==> src/rtl/clock_overlay_pkg.sv <==
// Shared geometry constants and field encoding for the clock overlay renderer.
package clock_overlay_pkg;

  localparam int unsigned DIGIT_W     = 16;
  localparam int unsigned DIGIT_H     = 16;
  localparam int unsigned DIGIT_PITCH = 20;
  localparam int unsigned SEG_T       = 2;
  localparam int unsigned N_SLOTS     = 6;

  localparam int unsigned COLON0_X    = 37;
  localparam int unsigned COLON1_X    = 77;
  localparam int unsigned COLON_Y0    = 5;
  localparam int unsigned COLON_Y1    = 11;
  localparam int unsigned COLON_SZ    = 2;

  typedef enum logic [1:0] {
    FIELD_NONE = 2'd0,
    FIELD_HOUR = 2'd1,
    FIELD_MIN  = 2'd2,
    FIELD_SEC  = 2'd3
  } field_e;

endpackage

==> src/rtl/clock_overlay_renderer_glyph.sv <==
// Combinational seven-segment glyph: BCD value plus local cell x/y -> pixel on.
module seven_seg_glyph
  import clock_overlay_pkg::*;
(
  input  logic [3:0] bcd_i,
  input  logic [3:0] lx_i,
  input  logic [3:0] ly_i,
  output logic       on_o
);

  localparam logic [3:0] THICK  = 4'(SEG_T);
  localparam logic [3:0] MID_LO = 4'(DIGIT_H / 2 - 1);
  localparam logic [3:0] MID_HI = 4'(DIGIT_H / 2 - 1 + SEG_T - 1);
  localparam logic [3:0] FAR_Y  = 4'(DIGIT_H - SEG_T);
  localparam logic [3:0] FAR_X  = 4'(DIGIT_W - SEG_T);

  logic [6:0] seg;  // {a,b,c,d,e,f,g}
  logic top_row, mid_row, bot_row, left_col, right_col, upper_half, lower_half;

  always_comb begin
    case (bcd_i)
      4'd0:    seg = 7'b1111110;
      4'd1:    seg = 7'b0110000;
      4'd2:    seg = 7'b1101101;
      4'd3:    seg = 7'b1111001;
      4'd4:    seg = 7'b0110011;
      4'd5:    seg = 7'b1011011;
      4'd6:    seg = 7'b1011111;
      4'd7:    seg = 7'b1110000;
      4'd8:    seg = 7'b1111111;
      4'd9:    seg = 7'b1111011;
      default: seg = 7'b0000000;
    endcase
  end

  // Vertical bars overlap the middle bar so the corners join cleanly.
  always_comb begin
    top_row    = ly_i < THICK;
    mid_row    = (ly_i >= MID_LO) && (ly_i <= MID_HI);
    bot_row    = ly_i >= FAR_Y;
    left_col   = lx_i < THICK;
    right_col  = lx_i >= FAR_X;
    upper_half = ly_i <= MID_HI;
    lower_half = ly_i >= MID_LO;
    on_o = (seg[6] & top_row)
         | (seg[5] & right_col & upper_half)
         | (seg[4] & right_col & lower_half)
         | (seg[3] & bot_row)
         | (seg[2] & left_col & lower_half)
         | (seg[1] & left_col & upper_half)
         | (seg[0] & mid_row);
  end

endmodule

==> src/rtl/clock_overlay_renderer.sv <==
// Two-stage pipelined VGA overlay drawing N_ROWS HH:MM:SS rows with edit blink
// and alarm background flash.
module clock_overlay_renderer
  import clock_overlay_pkg::*;
#(
  parameter int unsigned N_ROWS       = 2,
  parameter int unsigned ORIGIN_X     = 270,
  parameter int unsigned ORIGIN_Y     = 232,
  parameter int unsigned ROW_PITCH    = 30,
  parameter int unsigned BLINK_FRAMES = 30,
  parameter logic [11:0] FG_NORMAL    = 12'h000,
  parameter logic [11:0] FG_SET       = 12'hF00,
  parameter logic [11:0] BG_COLOR     = 12'hFFF,
  parameter logic [11:0] BG_ALARM     = 12'hF80,
  localparam int unsigned ROW_W       = (N_ROWS > 1) ? $clog2(N_ROWS) : 1
)(
  input  logic                   clk,
  input  logic                   reset_n,
  input  logic                   pix_tick,
  input  logic                   video_on,
  input  logic [9:0]             pix_x,
  input  logic [9:0]             pix_y,
  input  logic [24*N_ROWS-1:0]   digits,
  input  logic                   settime,
  input  logic [ROW_W-1:0]       edit_row,
  input  logic [1:0]             edit_field,
  input  logic                   alarm_ring,
  output logic [11:0]            graph_rgb,
  output logic                   video_on_q
);

  localparam int unsigned CNT_W = (BLINK_FRAMES > 1) ? $clog2(BLINK_FRAMES) : 1;
  localparam logic [CNT_W-1:0] CNT_LAST = CNT_W'(BLINK_FRAMES - 1);

  logic             s1_vid_q, s1_hit_q, s1_colon_q;
  logic             s1_hit_d, s1_colon_d;
  logic [ROW_W-1:0] s1_row_q, s1_row_d;
  logic [2:0]       s1_slot_q, s1_slot_d;
  logic [3:0]       s1_lx_q, s1_lx_d, s1_ly_q, s1_ly_d;
  logic [10:0]      x11, y11, dx, dy;

  logic [11:0]      rgb_q, rgb_d;
  logic             vid2_q;
  logic [CNT_W-1:0] cnt_q, cnt_d;
  logic             phase_q, phase_d, settime_q;
  logic             frame_start;

  logic [3:0]       nibble;
  logic             glyph_on, hidden, fg;
  field_e           field;

  always_comb begin
    s1_hit_d   = 1'b0;
    s1_colon_d = 1'b0;
    s1_row_d   = '0;
    s1_slot_d  = '0;
    s1_lx_d    = '0;
    s1_ly_d    = '0;
    dy         = '0;
    x11        = {1'b0, pix_x};
    y11        = {1'b0, pix_y};
    dx         = x11 - 11'(ORIGIN_X);
    for (int unsigned r = 0; r < N_ROWS; r++) begin
      if (x11 >= 11'(ORIGIN_X) &&
          y11 >= 11'(ORIGIN_Y + ROW_PITCH * r) &&
          y11 <  11'(ORIGIN_Y + ROW_PITCH * r + DIGIT_H)) begin
        dy       = y11 - 11'(ORIGIN_Y + ROW_PITCH * r);
        s1_row_d = ROW_W'(r);
        for (int unsigned k = 0; k < N_SLOTS; k++) begin
          if (dx >= 11'(DIGIT_PITCH * k) && dx < 11'(DIGIT_PITCH * k + DIGIT_W)) begin
            s1_hit_d  = 1'b1;
            s1_slot_d = 3'(k);
            s1_lx_d   = 4'(dx - 11'(DIGIT_PITCH * k));
            s1_ly_d   = 4'(dy);
          end
        end
        if (((dx >= 11'(COLON0_X) && dx < 11'(COLON0_X + COLON_SZ)) ||
             (dx >= 11'(COLON1_X) && dx < 11'(COLON1_X + COLON_SZ))) &&
            ((dy >= 11'(COLON_Y0) && dy < 11'(COLON_Y0 + COLON_SZ)) ||
             (dy >= 11'(COLON_Y1) && dy < 11'(COLON_Y1 + COLON_SZ))))
          s1_colon_d = 1'b1;
      end
    end
  end

  always_comb begin
    nibble = '0;
    for (int unsigned r = 0; r < N_ROWS; r++)
      for (int unsigned k = 0; k < N_SLOTS; k++)
        if (s1_row_q == ROW_W'(r) && s1_slot_q == 3'(k))
          nibble = digits[24*r + 20 - 4*k +: 4];
  end

  seven_seg_glyph u_glyph (
    .bcd_i (nibble),
    .lx_i  (s1_lx_q),
    .ly_i  (s1_ly_q),
    .on_o  (glyph_on)
  );

  always_comb begin
    field  = field_e'(edit_field);
    hidden = settime && (edit_row == s1_row_q) && (32'(edit_row) < N_ROWS) &&
             (field != FIELD_NONE) && (s1_slot_q[2:1] == (edit_field - 2'd1)) &&
             phase_q;
    fg     = (s1_hit_q && glyph_on && !hidden) || s1_colon_q;
    if (!s1_vid_q)                rgb_d = '0;
    else if (fg)                  rgb_d = settime ? FG_SET : FG_NORMAL;
    else if (alarm_ring && phase_q) rgb_d = BG_ALARM;
    else                          rgb_d = BG_COLOR;
  end

  // A settime falling edge overrides the frame toggle so digits reappear at once.
  always_comb begin
    frame_start = (pix_x == '0) && (pix_y == '0);
    cnt_d       = cnt_q;
    phase_d     = phase_q;
    if (frame_start) begin
      if (cnt_q == CNT_LAST) begin
        cnt_d   = '0;
        phase_d = ~phase_q;
      end else begin
        cnt_d = cnt_q + 1'b1;
      end
    end
    if (settime_q && !settime) phase_d = 1'b0;
  end

  always_ff @(posedge clk or negedge reset_n) begin
    if (!reset_n) begin
      s1_vid_q   <= 1'b0;
      s1_hit_q   <= 1'b0;
      s1_colon_q <= 1'b0;
      s1_row_q   <= '0;
      s1_slot_q  <= '0;
      s1_lx_q    <= '0;
      s1_ly_q    <= '0;
      rgb_q      <= '0;
      vid2_q     <= 1'b0;
      cnt_q      <= '0;
      phase_q    <= 1'b0;
      settime_q  <= 1'b0;
    end else if (pix_tick) begin
      s1_vid_q   <= video_on;
      s1_hit_q   <= s1_hit_d;
      s1_colon_q <= s1_colon_d;
      s1_row_q   <= s1_row_d;
      s1_slot_q  <= s1_slot_d;
      s1_lx_q    <= s1_lx_d;
      s1_ly_q    <= s1_ly_d;
      rgb_q      <= rgb_d;
      vid2_q     <= s1_vid_q;
      cnt_q      <= cnt_d;
      phase_q    <= phase_d;
      settime_q  <= settime;
    end
  end

  assign graph_rgb  = rgb_q;
  assign video_on_q = vid2_q;

endmodule
==> config.mk <==
export PLATFORM = sky130hd
export DESIGN_NAME = clock_overlay_renderer
export DESIGN_NICKNAME = d
export VERILOG_FILES = /design/src/rtl/clock_overlay_pkg.sv /design/src/rtl/clock_overlay_renderer_glyph.sv /design/src/rtl/clock_overlay_renderer.sv
export SDC_FILE = /design/constraint.sdc
export NUM_CORES = 1
export LEC_CHECK = 0
export BUFFER_PORTS_ARGS = -buffer_cell sky130_fd_sc_hd__clkbuf_2
export CAP_MARGIN = 20
export CORE_UTILIZATION = 49
export CTS_CLUSTER_SIZE = 8
export DETAILED_ROUTE_END_ITERATION = 10
export PLACE_DENSITY_LB_ADDON = 0.05
export SYNTH_ARGS = -nofsm -noshare
export SYNTH_HDL_FRONTEND = slang
export SYNTH_HIERARCHICAL = 1
export SYNTH_SLANG_ARGS = --single-unit
==> constraint.sdc <==
create_clock -name clk -period 3.02 [get_ports clk]
set_input_delay 0.604 -clock clk [delete_from_list [all_inputs] [get_ports clk]]
set_output_delay 0.604 -clock clk [all_outputs]
set_load 0.1 [all_outputs]
### Word-level counts from Yosys, hierarchy flattened

Memory sizes are Yosys's and may differ from the RTL's.
Index checks and enable logic that the tools add are counted.

* bits of input ports: 77
* logic and storage cells: 219
* memories kept: 1
* bits in read-only memories: 112
* flip-flop bits (word level): 35

* order comparisons: 35
* equal/unequal tests: 8
* bitwise operators: 19
* mux-type cells: 80
* add/subtract/negate cells: 10
* reductions and logical operators: 54

Memories
* (name not given): depth 16, bits a word 7, read ports 1, clocked after Yosys merged registers in 0, wr ports 0, line clock_overlay_renderer_glyph.sv:21 `case (bcd_i)`

Operators with widths (count)
* two-way mux 4 bit: 40
* < comparator 11 x 7 -> 1 bit (second input constant): 4
* logical AND 1 bit: 40
* two-way mux 12 bit: 3
* two-way mux 3 bit: 12
* greater-or-equal comparator 11 x 6 -> 1 bit (second input constant): 3
* greater-or-equal comparator 11 x 7 -> 1 bit (second input constant): 3
* < comparator 11 x 6 -> 1 bit (second input constant): 3
* two-way mux 1 bit: 23
* greater-or-equal comparator 11 x 3 -> 1 bit (second input constant): 2
* greater-or-equal comparator 11 x 4 -> 1 bit (second input constant): 2
* < comparator 11 x 3 -> 1 bit (second input constant): 2
* < comparator 11 x 4 -> 1 bit (second input constant): 2
* subtractor 10 x 9 -> 11 bit (second input constant): 2
* greater-or-equal comparator 10 x 9 -> 1 bit (second input constant): 2
* logical NOT 10 bit: 2
* AND 1 bit: 11
* greater-or-equal comparator 11 x 1 -> 1 bit (second input constant): 1
* greater-or-equal comparator 11 x 5 -> 1 bit (second input constant): 1
* < comparator 11 x 5 -> 1 bit (second input constant): 1
* subtractor 10 x 8 -> 11 bit (second input constant): 1
* greater-or-equal comparator 10 x 8 -> 1 bit (second input constant): 1
* < comparator 10 x 8 -> 1 bit (second input constant): 1
* < comparator 10 x 9 -> 1 bit (second input constant): 1
* other kinds (25): 43

### Depth between registers and ports, before layout

An unclocked memory read counts as a cell.

* word-level depth: 28
* gate-level depth with buffers: 16
* depth with buffers taken out: 15

### By module

The synthesis kept the hierarchy.

By module, submodules not included
* clock_overlay_renderer: times used 1, cells an instance 378, sequential area each 650.6 um2, area each 3047.9 um2
* seven_seg_glyph: times used 1, cells an instance 32, sequential area each 0.0 um2, area each 249.0 um2

### Least setup slack after synthesis

No wires, ideal clock.

* path kind: register to register
* start: reg s1_slot_q[0]
* end: reg rgb_q[6] (netlist: graph_rgb[6])
* path slack: -0.251 ns
* arrival time: 3.204 ns
* cell stages (with the launch flop): 15
* clock period less this slack: 3.271 ns
* buffers on the path: 2
* data required time: 2.953 ns
* cells stage by stage: dfrtp_1 buf_1 clkbuf_1 o21ai_0 a21oi_1 o21ai_0 a21oi_1 inv_1 ha_1 nor2b_1 o31a_1 o211ai_1 o221ai_1 a311oi_1 a22o_1

* cells in the longest elaborated chain, start to end: 28
* elaborated cells between the ends (all ways): 53
* classes of those cells: eq/ne: 5; mux: 14; bitwise: 17; reduce/logical: 16; memory: 1

Ends and longest elaborated chain
* start, declared: line clock_overlay_renderer.sv:38 `logic [2:0] s1_slot_q, s1_slot_d;`
* start signal, assigned: line clock_overlay_renderer.sv:148 `s1_slot_q <= s1_slot_d;`
* logical NOT 3 bit: line clock_overlay_renderer.sv:90 `if (s1_row_q == ROW_W'(r) && s1_slot_q == 3'(k))`
* logical AND 1 bit: line clock_overlay_renderer.sv:90
* two-way mux 4 bit (11 in a row): line clock_overlay_renderer.sv:90
* two-way mux 4 bit *: line clock_overlay_renderer.sv:90
* via nibble[1]: line clock_overlay_renderer.sv:48 `logic [3:0] nibble;`
* memory (16 x 7 bit) *
* AND 1 bit (2 in a row): line clock_overlay_renderer_glyph.sv:46 `| (seg[5] & right_col & upper_half)`
* OR 1 bit: line clock_overlay_renderer_glyph.sv:46
* [2 not listed]
* OR 1 bit: line clock_overlay_renderer_glyph.sv:49 `| (seg[2] & left_col & lower_half)`
* OR 1 bit: line clock_overlay_renderer_glyph.sv:50 `| (seg[1] & left_col & upper_half)`
* OR 1 bit *: line clock_overlay_renderer_glyph.sv:51 `| (seg[0] & mid_row);`
* via glyph_on: line clock_overlay_renderer.sv:49 `logic glyph_on, hidden, fg;`
* logical AND 1 bit * (2 in a row): line clock_overlay_renderer.sv:106 `fg = (s1_hit_q && glyph_on && !hidden) || s1_colon_q;`
* logical OR 1 bit *: line clock_overlay_renderer.sv:106
* two-way mux 12 bit *: line clock_overlay_renderer.sv:108 `else if (fg) rgb_d = settime ? FG_SET : FG_NORMAL;`
* two-way mux 12 bit *: line clock_overlay_renderer.sv:107 `if (!s1_vid_q) rgb_d = '0;`
* end signal, assigned: line clock_overlay_renderer.sv:151 `rgb_q <= rgb_d;`
* end, declared: line clock_overlay_renderer.sv:42 `logic [11:0] rgb_q, rgb_d;`

Mark *: on every way through the listed nets, which the timed path passes. The rest lies on a longest branch.
A chain may end at the register's enable or synchronous reset.

### Final worst setup path

Same ends and word-level chain as after synthesis.

==> metrics.md <==
| Metric | Value |
|---|---|
| Peak Freq | `about 0.33 GHz` |
| Share of cells above drive strength 1 | `0.397` |
| GRT Util Overall | `0.271` |
| Die area | `approximately 7000 µm²` |
| Cell count after synthesis | `just over 400` |
| RSZ-0062 raised after global routing | `yes` |
| Hold Vio Cnt, Final | `0` |
| Worst hold margin | `roughly 0.32 ns` |
| Largest net degree at the start of global routing | `26` |
| IO buf count | `89` |
| WP data required | `approximately 3.2 ns` |
| Worst reg2reg setup slack | `slightly below 0.009 ns` |
| Met3 WL | `479 µm` |
| Cell depth of the worst flop-to-flop path | `15` |
| Average routed wire per standard cell | `approximately 15 µm` |
| Pwr Total | `1.21 mW` |
| DR iter-0 viols | `126` |
| Max-slew violation total from the final report | `0` |
| Final setup vio count | `0` |
| WS Path Type | `reg2reg` |
| Slowest Stage Delay on Critical Path | `approximately 0.45 ns` |
| Initial antenna violation count | `0` |
| Cell leakage power | `1.96 nW` |
| Io pins | `90` |
| Period utilization | `0.997` |
| Core area | `between 6000 and 7000 µm²` |
| # DRC | `0` |
| Syn nets | `506` |
| Delay-heaviest family, CP | `compound AO/OA/AOI/OAI gates` |
| Wire length on met2 | `between 4 and 5 mm` |
| Area Overhead vs Synth | `35.2%` |
| Cts bufs inserted | `3` |
| Placed Area | `4090 µm²` |
| Via density | `~5.8` |
| Number of global-route vias before repair | `around 3,600` |
| Final Critical Period | `3.01 ns` |
| DPL Wire Length | `about 7.3 mm` |
| Reg-to-Reg End | `graph_rgb[6]$_DFFE_PN0P_` |
| Hold crit path type | `in2async` |
| DR top layer | `met4` |
| Reg-to-reg startpoint | `s1_slot_q[0]$_DFFE_PN0P_` |
| Clock sinks | `25` |
| Chip width | `between 80 and 90 µm` |
| Crit. End Element | `register` |
| Crit path DAT | `about 3.2 ns` |
| Antenna Cells | `0` |
| Actual slew at the worst max-slew pin | `about 0.6 ns` |
| Initial core utilization | `0.510` |
| Ratio of total power to cell area | `between 200 and 300 nW/µm²` |
| CTS max path bufs | `2` |
| Drt pass-1 iters | `4` |
| Mapped Avg Cell Area | `8.01 µm²` |
| Routed vias | `3,643` |
| Yosys warnings | `6` |
| Final core occ | `0.690` |
| Root buf cell | `clkbuf_8` |
| Peak supply drop | `0.418 mV` |
| Post-DRT Antenna Nets | `0` |
| Largest fanout on the critical path | `6` |
| Final nets | `646` |
| Final Skew | `roughly 0.013 ns` |
| Total congestion overflow | `0` |
| Synthesized area | `approximately 3300 µm²` |
| Worst skew pair latency | `about 0.28 ns` |
| Rel. slew slack | `0.588` |
| CP Depth | `15` |
| Finished layout cell area | `4410 µm²` |
| CTS tree | `done` |
| First-pass GRT wire length | `between 15 and 20 mm` |
| # rows | `29` |
| WP buf/inv | `2` |
| Status | `finished, final reports clean` |
| Critical path, cell by cell | `buf_2 > nor2_4 > a32oi_1 > o22ai_1 > a22oi_2 > a2bb2oi_2 > a31oi_2 > inv_2 > ha_4 > nor2b_4 > o31a_1 > o211ai_1 > o221ai_2 > a311oi_2 > a22o_1` |
| Metal-1 WL | `4.11 mm` |
| Slowest CP cell | `dfrtp_2` |
| Die Ht | `83.6 µm` |
| GPL Wtd Cong | `0.956` |
| CP startpoint kind | `register` |
| H-tree depth | `1` |
| Final WL | `9.50 mm` |
| MaxCap Viol Count | `0` |
| Worst-path clk slew | `0.10 ns` |
==> state kept, by name (all words and copies together), names as in the netlist, 3 cells and up <==
| signal | count |
|---|---|
| cnt_q | 5 |
| s1_lx_q | 3 |
| graph_rgb | 3 |
| s1_ly_q | 4 |
| s1_slot_q | 3 |
==> stage by stage <==
stage	setup WS, ns	cells	TNS [ns]
final	0.00887	623	0
after global routing	-0.182	623	-0.455
after CTS	0.00140	613	0
after detailed placement	-0.177	603	-0.930
after global placement	-0.103	603	-0.365
after floorplan	-0.0202	407	-0.0202
==> metal layers <==
metal  global-route usage  vias up
li1                     -     1789
met5                    0        -
met3               0.0307       22
met1                0.342     1697
met4               0.0847        0
met2                0.482      135
==> worst reg2reg max path, cell delays in order (launching register included) <==
cell and delay (ns):
dfrtp_2 0.45, buf_2 0.18, nor2_4 0.12, a32oi_1 0.11, o22ai_1 0.18, a22oi_2 0.10, a2bb2oi_2 0.15, a31oi_2 0.21
inv_2 0.09, ha_4 0.17, nor2b_4 0.12, o31a_1 0.28, o211ai_1 0.21, o221ai_2 0.13, a311oi_2 0.30, a22o_1 0.18
==> worst max-delay path by stage <==
stage,start,endpoint,slack [ns]
6_report,s1_slot_q[0]$_DFFE_PN0P_,graph_rgb[6]$_DFFE_PN0P_,0.009
3_5_place_dp,s1_slot_q[1]$_DFFE_PN0P_,graph_rgb[6]$_DFFE_PN0P_,-0.18
4_1_cts,s1_row_q$_DFFE_PN0P_,graph_rgb[6]$_DFFE_PN0P_,0.001
3_3_place_gp,pix_x[1],s1_lx_q[3]$_DFFE_PN0P_,-0.10
2_1_floorplan,s1_slot_q[1]$_DFFE_PN0P_,graph_rgb[6]$_DFFE_PN0P_,-0.02
5_1_grt,s1_slot_q[2]$_DFFE_PN0P_,graph_rgb[10]$_DFFE_PN0P_,-0.18
==> final cells by class <==
class,count,area (µm²)
timing repair buffer,161,1000
fill,529,1980
inverter,31,120
tap,77,96.3
sequential,25,629
clock inverter,1,7.51
multi-input combinational,325,2510
clock buffer,3,41.3
==> layout by cell type (no fill, tap or decap), types with 3 or more instances in the layout <==
master,count
nand3_1,11
mux2_2,4
xnor2_1,9
nor2_2,3
nor2_1,28
nand2_1,27
buf_6,5
inv_1,27
mux2i_1,7
o32ai_1,6
dfrtp_2,3
nand4_1,6
nand2b_1,7
clkbuf_2,89
ha_1,20
a22o_1,9
dfrtp_1,22
o2111ai_1,3
a21oi_1,29
a211oi_1,4
a2111oi_4,4
and3_1,3
o31ai_1,5
o21ai_0,27
buf_4,66
nor3_1,9
o21a_1,3
clkbuf_8,3
o2bb2ai_1,4
nor2b_1,10
and3b_1,3
nand3b_1,3
a31oi_1,3
o22ai_1,5
xor2_1,6
nor2_4,3
==> power breakdown <==
part           leakage (nW)  switching (mW)  total, mW  internal (mW)
combinational          1.61           0.419      0.636          0.217
sequential            0.332          0.0162      0.365          0.349
clock                0.0217           0.111      0.205         0.0936
total                  1.96           0.547       1.21          0.659
==> repair_timing <==
item                                    4_1_cts  5_1_grt
hold buffers                                  0        0
cloned                                        0        0
buffers inserted                              6       11
gates resized for setup                      13       26
endpoints found under the setup margin        3        4
pin swaps                                    11       14
Power figures use the tool's default switching activity.
